**src/rtl/lc330_prog_loader.sv**
```systemverilog
// Program loader for the LC330 core: packs a byte-stream image into 32-bit words,
// writes instruction memory and holds the core in reset until the load succeeds.
// Optional feature macro: LC330_LOADER_CHECKSUM_EN (trailing mod-256 payload checksum byte).
module lc330_prog_loader #(
  parameter int ADDR_W = 8
) (
  input  logic              clk,
  input  logic              rst,
  input  logic              in_valid,
  input  logic [7:0]        in_data,
  output logic              in_ready,
  input  logic              start,
  output logic              imem_we,
  output logic [ADDR_W-1:0] imem_addr,
  output logic [31:0]       imem_wdata,
  output logic              cpu_rst,
  output logic              done,
  output logic              error
);

  typedef enum logic [2:0] {
    S_HDR0,
    S_HDR1,
    S_LOAD,
`ifdef LC330_LOADER_CHECKSUM_EN
    S_CSUM,
`endif
    S_RUN,
    S_ERR
  } state_e;

  localparam logic [16:0] CAP = 17'(1) << ADDR_W;

  state_e            state_q, state_d;
  logic [15:0]       n_q, n_d;
  logic [1:0]        byte_idx_q, byte_idx_d;
  logic [ADDR_W:0]   word_cnt_q, word_cnt_d;
  logic [23:0]       buf_q, buf_d;
  logic              we_q, we_d;
  logic [ADDR_W-1:0] addr_q, addr_d;
  logic [31:0]       wdata_q, wdata_d;
  logic              cpu_rst_q, cpu_rst_d;
  logic              done_q, done_d;
  logic              error_q, error_d;
`ifdef LC330_LOADER_CHECKSUM_EN
  logic [7:0]        csum_q, csum_d;
`endif

  logic        accept;
  logic [15:0] n_full;
  logic        last_word;

  always_comb begin
    in_ready = 1'b0;
    case (state_q)
      S_HDR0, S_HDR1, S_LOAD: in_ready = ~rst;
`ifdef LC330_LOADER_CHECKSUM_EN
      S_CSUM:                 in_ready = ~rst;
`endif
      default:                in_ready = 1'b0;
    endcase
  end

  assign accept    = in_valid & in_ready;
  assign n_full    = {in_data, n_q[7:0]};
  assign last_word = (17'(word_cnt_q) + 17'd1) == {1'b0, n_q};

  always_comb begin
    state_d    = state_q;
    n_d        = n_q;
    byte_idx_d = byte_idx_q;
    word_cnt_d = word_cnt_q;
    buf_d      = buf_q;
    we_d       = 1'b0;
    addr_d     = addr_q;
    wdata_d    = wdata_q;
`ifdef LC330_LOADER_CHECKSUM_EN
    csum_d     = csum_q;
`endif
    case (state_q)
      S_HDR0: if (accept) begin
        n_d[7:0] = in_data;
        state_d  = S_HDR1;
      end
      S_HDR1: if (accept) begin
        n_d[15:8] = in_data;
        if (n_full == 16'd0)               state_d = S_RUN;
        else if ({1'b0, n_full} > CAP)     state_d = S_ERR;
        else begin
          state_d    = S_LOAD;
          byte_idx_d = 2'd0;
          word_cnt_d = '0;
`ifdef LC330_LOADER_CHECKSUM_EN
          csum_d     = 8'd0;
`endif
        end
      end
      S_LOAD: if (accept) begin
        byte_idx_d = byte_idx_q + 2'd1;
        buf_d      = {in_data, buf_q[23:8]};
`ifdef LC330_LOADER_CHECKSUM_EN
        csum_d     = csum_q + in_data;
`endif
        if (byte_idx_q == 2'd3) begin
          // Word completes on this byte; the write strobe is the following cycle.
          we_d       = 1'b1;
          addr_d     = word_cnt_q[ADDR_W-1:0];
          wdata_d    = {in_data, buf_q};
          word_cnt_d = word_cnt_q + {{ADDR_W{1'b0}}, 1'b1};
          if (last_word) begin
`ifdef LC330_LOADER_CHECKSUM_EN
            state_d = S_CSUM;
`else
            state_d = S_RUN;
`endif
          end
        end
      end
`ifdef LC330_LOADER_CHECKSUM_EN
      S_CSUM: if (accept) state_d = (in_data == csum_q) ? S_RUN : S_ERR;
`endif
      S_RUN:  if (start) state_d = S_HDR0;
      S_ERR:  if (start) state_d = S_HDR0;
      default: state_d = S_HDR0;
    endcase
    done_d    = (state_d == S_RUN);
    error_d   = (state_d == S_ERR);
    // Keyed on the current state so the release lands one cycle after the last write pulse.
    cpu_rst_d = ~((state_q == S_RUN) & ~start);
  end

  always_ff @(posedge clk) begin
    if (rst) begin
      state_q    <= S_HDR0;
      n_q        <= 16'd0;
      byte_idx_q <= 2'd0;
      word_cnt_q <= '0;
      buf_q      <= 24'd0;
      we_q       <= 1'b0;
      addr_q     <= '0;
      wdata_q    <= 32'd0;
      cpu_rst_q  <= 1'b1;
      done_q     <= 1'b0;
      error_q    <= 1'b0;
`ifdef LC330_LOADER_CHECKSUM_EN
      csum_q     <= 8'd0;
`endif
    end else begin
      state_q    <= state_d;
      n_q        <= n_d;
      byte_idx_q <= byte_idx_d;
      word_cnt_q <= word_cnt_d;
      buf_q      <= buf_d;
      we_q       <= we_d;
      addr_q     <= addr_d;
      wdata_q    <= wdata_d;
      cpu_rst_q  <= cpu_rst_d;
      done_q     <= done_d;
      error_q    <= error_d;
`ifdef LC330_LOADER_CHECKSUM_EN
      csum_q     <= csum_d;
`endif
    end
  end

  // A strobe registered just before reset must not reach memory during the reset cycle.
  assign imem_we    = we_q & ~rst;
  assign imem_addr  = addr_q;
  assign imem_wdata = wdata_q;
  assign cpu_rst    = cpu_rst_q;
  assign done       = done_q;
  assign error      = error_q;

endmodule

```
**config.mk**
```make
export PLATFORM = sky130hd
export DESIGN_NAME = lc330_prog_loader
export DESIGN_NICKNAME = d
export VERILOG_FILES = /design/src/rtl/lc330_prog_loader.sv
export SDC_FILE = /design/constraint.sdc
export NUM_CORES = 1
export LEC_CHECK = 0
export CORE_MARGIN = 8
export CORE_UTILIZATION = 49
export DETAILED_ROUTE_END_ITERATION = 10
export GPL_TIMING_DRIVEN = 0
export PLACE_DENSITY = 0.74
export SLEW_MARGIN = 0
export SYNTH_ARGS = -nofsm -noshare
export SYNTH_HDL_FRONTEND = slang
export SYNTH_SLANG_ARGS = --single-unit
```
**constraint.sdc**
```tcl
create_clock -name clk -period 2 [get_ports clk]
set_input_delay 0.4 -clock clk [delete_from_list [all_inputs] [get_ports clk]]
set_output_delay 0.4 -clock clk [all_outputs]
set_load 0.03 [all_outputs]
```
Word-level counts from Yosys, hierarchy flattened
Cells that the tools add are included.
{"block": "op_classes", "reduce_logical": 12, "add_sub_neg": 3, "bitwise": 8, "mux": 22, "n_lt_le_gt_ge": 1, "n_eq_ne": 13}
{"cell": "$mux 9", "count": 5}
{"cell": "$mux 3", "count": 8}
{"cell": "$pmux 9 s2", "count": 1}
{"cell": "$eq 10x16->1", "count": 1}
{"cell": "$gt 16x9->1 const B", "count": 1}
{"cell": "$logic_not 16->1", "count": 1}
{"cell": "$pmux 3 s4", "count": 1}
{"cell": "$add 9x1->10 const B", "count": 1}
{"cell": "$ne 2x2->1 const B", "count": 5}
{"cell": "$add 9x1->9 const B", "count": 1}
{"cell": "$eq 3x2->1 const B", "count": 3}
{"cell": "$mux 2", "count": 4}
{"cell": "$eq 3x3->1 const B", "count": 2}
{"cell": "$reduce_and 2->1", "count": 3}
{"cell": "$reduce_and 6->1", "count": 1}
{"cell": "$reduce_or 3->1", "count": 2}
{"cell": "$not 1->1", "count": 5}
{"cell": "$reduce_and 5->1", "count": 1}
{"cell": "$pmux 2 s2", "count": 1}
{"cell": "$and 1x1->1", "count": 3}
{"cell": "$eq 3x1->1 const B", "count": 1}
{"cell": "$logic_not 3->1", "count": 1}
{"cell": "$reduce_and 3->1", "count": 1}
{"cell": "$add 2x1->2 const B", "count": 1}
{"cell": "other kinds (4)", "count": 5}
{"block": "totals", "output_inout_bits": 45, "register_bits": 98, "in_bits": 12}

Depth between registers and ports, before layout
{"block": "depth", "ltp_word": 7, "mapped_depth": 8}

Worst setup path after synthesis
OpenSTA, ideal clock, no wires.
{"block": "synth_timing", "kind": "input to register", "startpoint": "input rst", "endpoint": "register byte_idx_q[1]", "cell_stages": 6, "t_arrival_ps": 2075, "setup_ps": 70, "required_ps": 1930, "n_path_buf": 1, "path_slack_ps": -145, "cell_sequence": "buf_2 a211oi_2 nand3_1 o21a_1 or3_1 a21oi_1"}
{"block": "synth_via", "elab_chain_len": 5, "word_cells_on_any_way": 6, "cone_classes": "eq/ne: 2; mux: 1; bitwise: 2; reduce/logical: 1"}
{"item": "start, declared", "line": "8", "text": "input logic rst,"}
{"item": "$not 1->1 (*)", "line": "56", "text": "S_HDR0, S_HDR1, S_LOAD: in_ready = ~rst;"}
{"item": "$mux 1 (*)", "line": "55", "text": "case (state_q)"}
{"item": "named net in_ready", "line": "11", "text": "output logic in_ready,"}
{"item": "$and 1x1->1 (*)", "line": "64", "text": "assign accept = in_valid & in_ready;"}
{"item": "$ne 2x2->1 (no line)"}
{"item": "$reduce_and 5->1 (no line) (*)"}
{"item": "end signal, assigned", "line": "151", "text": "byte_idx_q <= byte_idx_d;"}
{"item": "end, declared", "line": "36", "text": "logic [1:0] byte_idx_q, byte_idx_d;"}
Mark *: on every way through the listed nets, which the timed path passes. The rest lies on a longest branch.
A chain may end at the register's enable or synchronous reset.

Final worst setup path
{"block": "layout_timing", "startpoint": "register state_q[1]", "endpoint": "output in_ready"}
{"block": "layout_via", "elab_chain_len": 3, "word_cells_on_any_way": 5, "cone_classes": "eq/ne: 2; mux: 1; reduce/logical: 2"}
{"item": "start, declared", "line": "34", "text": "state_e state_q, state_d;"}
{"item": "start signal, assigned", "line": "149", "text": "state_q <= state_d;"}
{"item": "$eq 3x2->1, or another cell as far along", "line": "55"}
{"item": "$reduce_or 3->1 (*)", "line": "55"}
{"item": "$mux 1 (*)", "line": "55"}
{"item": "end, declared", "line": "11"}
Mark *: on every way between the ends. The rest lies on a longest branch, timed or not.

==> reports/results.ini <==
[outcome]
result_of_the_run = complete, no violations

[drt]
drt_pre_antenna_iters = 7
avgViaCountPerCell = 5.462
total_number_of_vias = 3676
initialDrtViolationCount = 124
wl_per_cell_um = 14.91
ant_nets = 0
wl_mm = 10.04
remaining_drc_errors = 0

[yosys]
synthCells = 493
synthDominantAreaCellType = sky130_fd_sc_hd__dfxtp_1
synth-compound-area-share_pct = 16.25
synth_area_leaders = sky130_fd_sc_hd__dfxtp_1 (49%), sky130_fd_sc_hd__nand2_1 (14%), sky130_fd_sc_hd__a21oi_1 (9.7%), sky130_fd_sc_hd__clkbuf_1 (2.4%), sky130_fd_sc_hd__mux2i_1 (2.3%)
synth_area_per_cell_um2 = 8.088
synth.most_common_cell = sky130_fd_sc_hd__nand2_1
synth.mux.area_fraction_pct = 2.542
syn-cell-area_mm2 = 0.003988
synth-xor-area-share_pct = 2.855
synth.net_count = 507
yosys_warnings = 0
synth.top_cell.area_share_pct = 49.20
synthArstFlopShare_pct = 0
synth_top_family_by_area = simple AND/OR/NAND/NOR gates
synth.distinct_cells = 48
ys.flop_type = sky130_fd_sc_hd__dfxtp_1
most_common_library_cells_after_synthesis = sky130_fd_sc_hd__nand2_1 (150), sky130_fd_sc_hd__dfxtp_1 (98), sky130_fd_sc_hd__a21oi_1 (77)
synth_seq_area_share_pct = 49.20
synth_edf_count = 0
yosys.area_share.simple_pct = 24.63
area_share_of_fa_ha_maj_cells_after_synthesis_pct = 0.6275
ys_seq_elements = 98

[sta]
finalHoldWorstSlack_ns = 0.4392
setup-violations-final = 0
timing.slew.headroom_pct = 62.32
clock.fmax_mhz = 512.7
clock_skew_ns = 0.007596
tns_ns = 0
final_max_slew_viol_count = 0
final_critical_path_setup_slack_ns = 0.04964
hold_viol = 0
rsz0062_at_grt = yes
tightestPinTransition_ns = 0.5652
finalCritPeriodShare_pct = 97.52
final.min_clock_period_ns = 1.950

[grt]
first_global_vias = 3534
grt.overflow.total = 0
wire_length_of_the_first_global_routing_pass_mm = 16.79
grt_max_degree = 18
grt_antenna_before_repair = 0
grt.total_usage_pct = 18.05

[floorplan]
initial_utilization_pct = 49.53
die_area_mm2 = 0.01128
fp-row-count = 33
io_pins = 57
die-width_um = 106.2
design.core.area_mm2 = 0.008051
die_height_um = 106.2

[clock_network]
numClockSinks = 98
worst_skew_pair.late_latency_ns = 0.36
clk_pin_slew_ns = 0.09
deepest_clock_path_buffer_count = 2
cts.root.buffer_cell = sky130_fd_sc_hd__clkbuf_8
tritoncts.num_buffers = 9
ctsHtreeMaxLevel = 3
postCtsHoldBufs = 0
cts_tree = yes

[setup_path]
critPathArrivalTime_ns = 1.55
critical_path_class = reg -> out
cp_max_fo = 9
end_kind = primary output
worstSetupStartpointType = flop
cp_data_required_time_ns = 1.60

[power_and_ir_drop]
peakVddDrop_v = 0.0003567
leakage_power_of_the_design_nw = 1.713
powerDensity_mw_per_mm2 = 690.7

[place]
dp_hpwl_mm = 7.214
pre_cts_ws_ns = -0.6738
buffer_ports.inserted = 55
finalWeightedCongestion = 0.8754

[finish]
area.growth.synth_to_final_pct = 26.33
nets = 577
antenna_cells = 0
fraction_of_final_layout_cells_sized_beyond_drive_strength_1_pct = 10.39
fillCellCount = 723

[job]
maxCapViolCount = 0

[hold_path]
timing.hold.worst.class = in -> reg

-- cell usage in the layout, fill, tap and decap left out, types with 3 or more instances in the layout --
cell type / instances
sky130_fd_sc_hd__buf_2: 4
sky130_fd_sc_hd__a311oi_1: 7
sky130_fd_sc_hd__clkbuf_8: 9
sky130_fd_sc_hd__o21ai_0: 8
sky130_fd_sc_hd__clkbuf_2: 9
sky130_fd_sc_hd__clkdlybuf4s50_1: 49
sky130_fd_sc_hd__buf_4: 7
sky130_fd_sc_hd__and2_1: 3
sky130_fd_sc_hd__nand2_1: 150
sky130_fd_sc_hd__inv_1: 4
sky130_fd_sc_hd__nor2_1: 23
sky130_fd_sc_hd__xnor2_1: 8
sky130_fd_sc_hd__nor4_2: 3
sky130_fd_sc_hd__mux2i_1: 9
sky130_fd_sc_hd__clkbuf_1: 15
sky130_fd_sc_hd__clkinvlp_4: 3
sky130_fd_sc_hd__inv_6: 3
sky130_fd_sc_hd__a21oi_1: 77
sky130_fd_sc_hd__nand3_1: 14
sky130_fd_sc_hd__dlygate4sd2_1: 5
sky130_fd_sc_hd__dfxtp_1: 96
sky130_fd_sc_hd__xor2_1: 5
-- state kept, by name, summed over array words and instances, names as in the netlist --
signal and flops:
state_q 3, buf_q 24, imem_wdata 32, we_q 1, n_q 16, error 1
done 1, imem_addr 8, cpu_rst 1, word_cnt_q 9, byte_idx_q 2
-- area by class of cell --
type                    count  area [um2]  share of cell area (%)
repair buffers             59       576.8                   11.45
inverters                   5       22.52                  0.4471
plain buffers              33       170.2                   3.378
multi-input cells         357        1971                   39.12
clock buffers              10       127.6                   2.534
flip-flops and latches     98        1967                   39.05
clock inverters             6       71.32                   1.416
well taps                 105       131.4                   2.608
-- metal layers --
metal	GRT usage, %	up-vias	part of all wire (%)
li1	-	1815	-
met1	23.35	1738	45
met2	28.87	106	47
met3	3.146	17	6.2
met4	8.040	0	1.8
met5	0	-	0
-- critical path, cell delays in order (launching register included) --
cell	delay (ns)
sky130_fd_sc_hd__dfxtp_1	0.31
sky130_fd_sc_hd__buf_4	0.16
sky130_fd_sc_hd__a211oi_4	0.28
sky130_fd_sc_hd__dlygate4sd2_1	0.44
-- stage by stage --
| stage | power, W | std cells | cell area (um2) | util, % |
|---|---|---|---|---|
| finish | 0.003479 | 673 | 5037 | 62.56 |
| detailed placement | 0.002210 | 653 | 4677 | 58.09 |
| global route | 0.003603 | 673 | 5037 | 62.56 |
| floorplan | 0.002137 | 493 | 3995 | - |
| CTS | 0.003481 | 672 | 4954 | 61.52 |
| global placement | 0.002205 | 653 | 4677 | 58.09 |
-- power by group --
part           switching, W  internal [W]
combinational      0.000125     0.0000750
sequential        0.0000211       0.00196
clock              0.000704      0.000592
total              0.000850       0.00263
-- final timing paths --
| check | startpoint | endpoint | slack [ns] | cells past startpoint |
|---|---|---|---|---|
| worst min-delay path | rst | cpu_rst | 0.44 | 2 |
| worst max register to register | word_cnt_q[0] | done | 0.08 | 7 |
| worst min register to register | buf_q[0] | buf_q[0] | 0.46 | 2 |
| worst max-delay path | state_q[1] | in_ready | 0.05 | 3 |
-- cells by family after synthesis --
group           after synthesis
compound gates              111
fa+ha+maj                     2
simple gates                221
xor+xnor                     13
buf+inv                      38
mux                          10
flops                        98
-- timing repair --
item / in CTS / in global routing
buffers inserted: 3 / 1
resized for setup: 27 / 22
endpoints found under the hold margin: 0 / 0
cloned: 0 / 0
pin swaps: 2 / 3
endpoints found under the setup margin: 55 / 69
No activity file was read; power rests on OpenSTA's default activity.
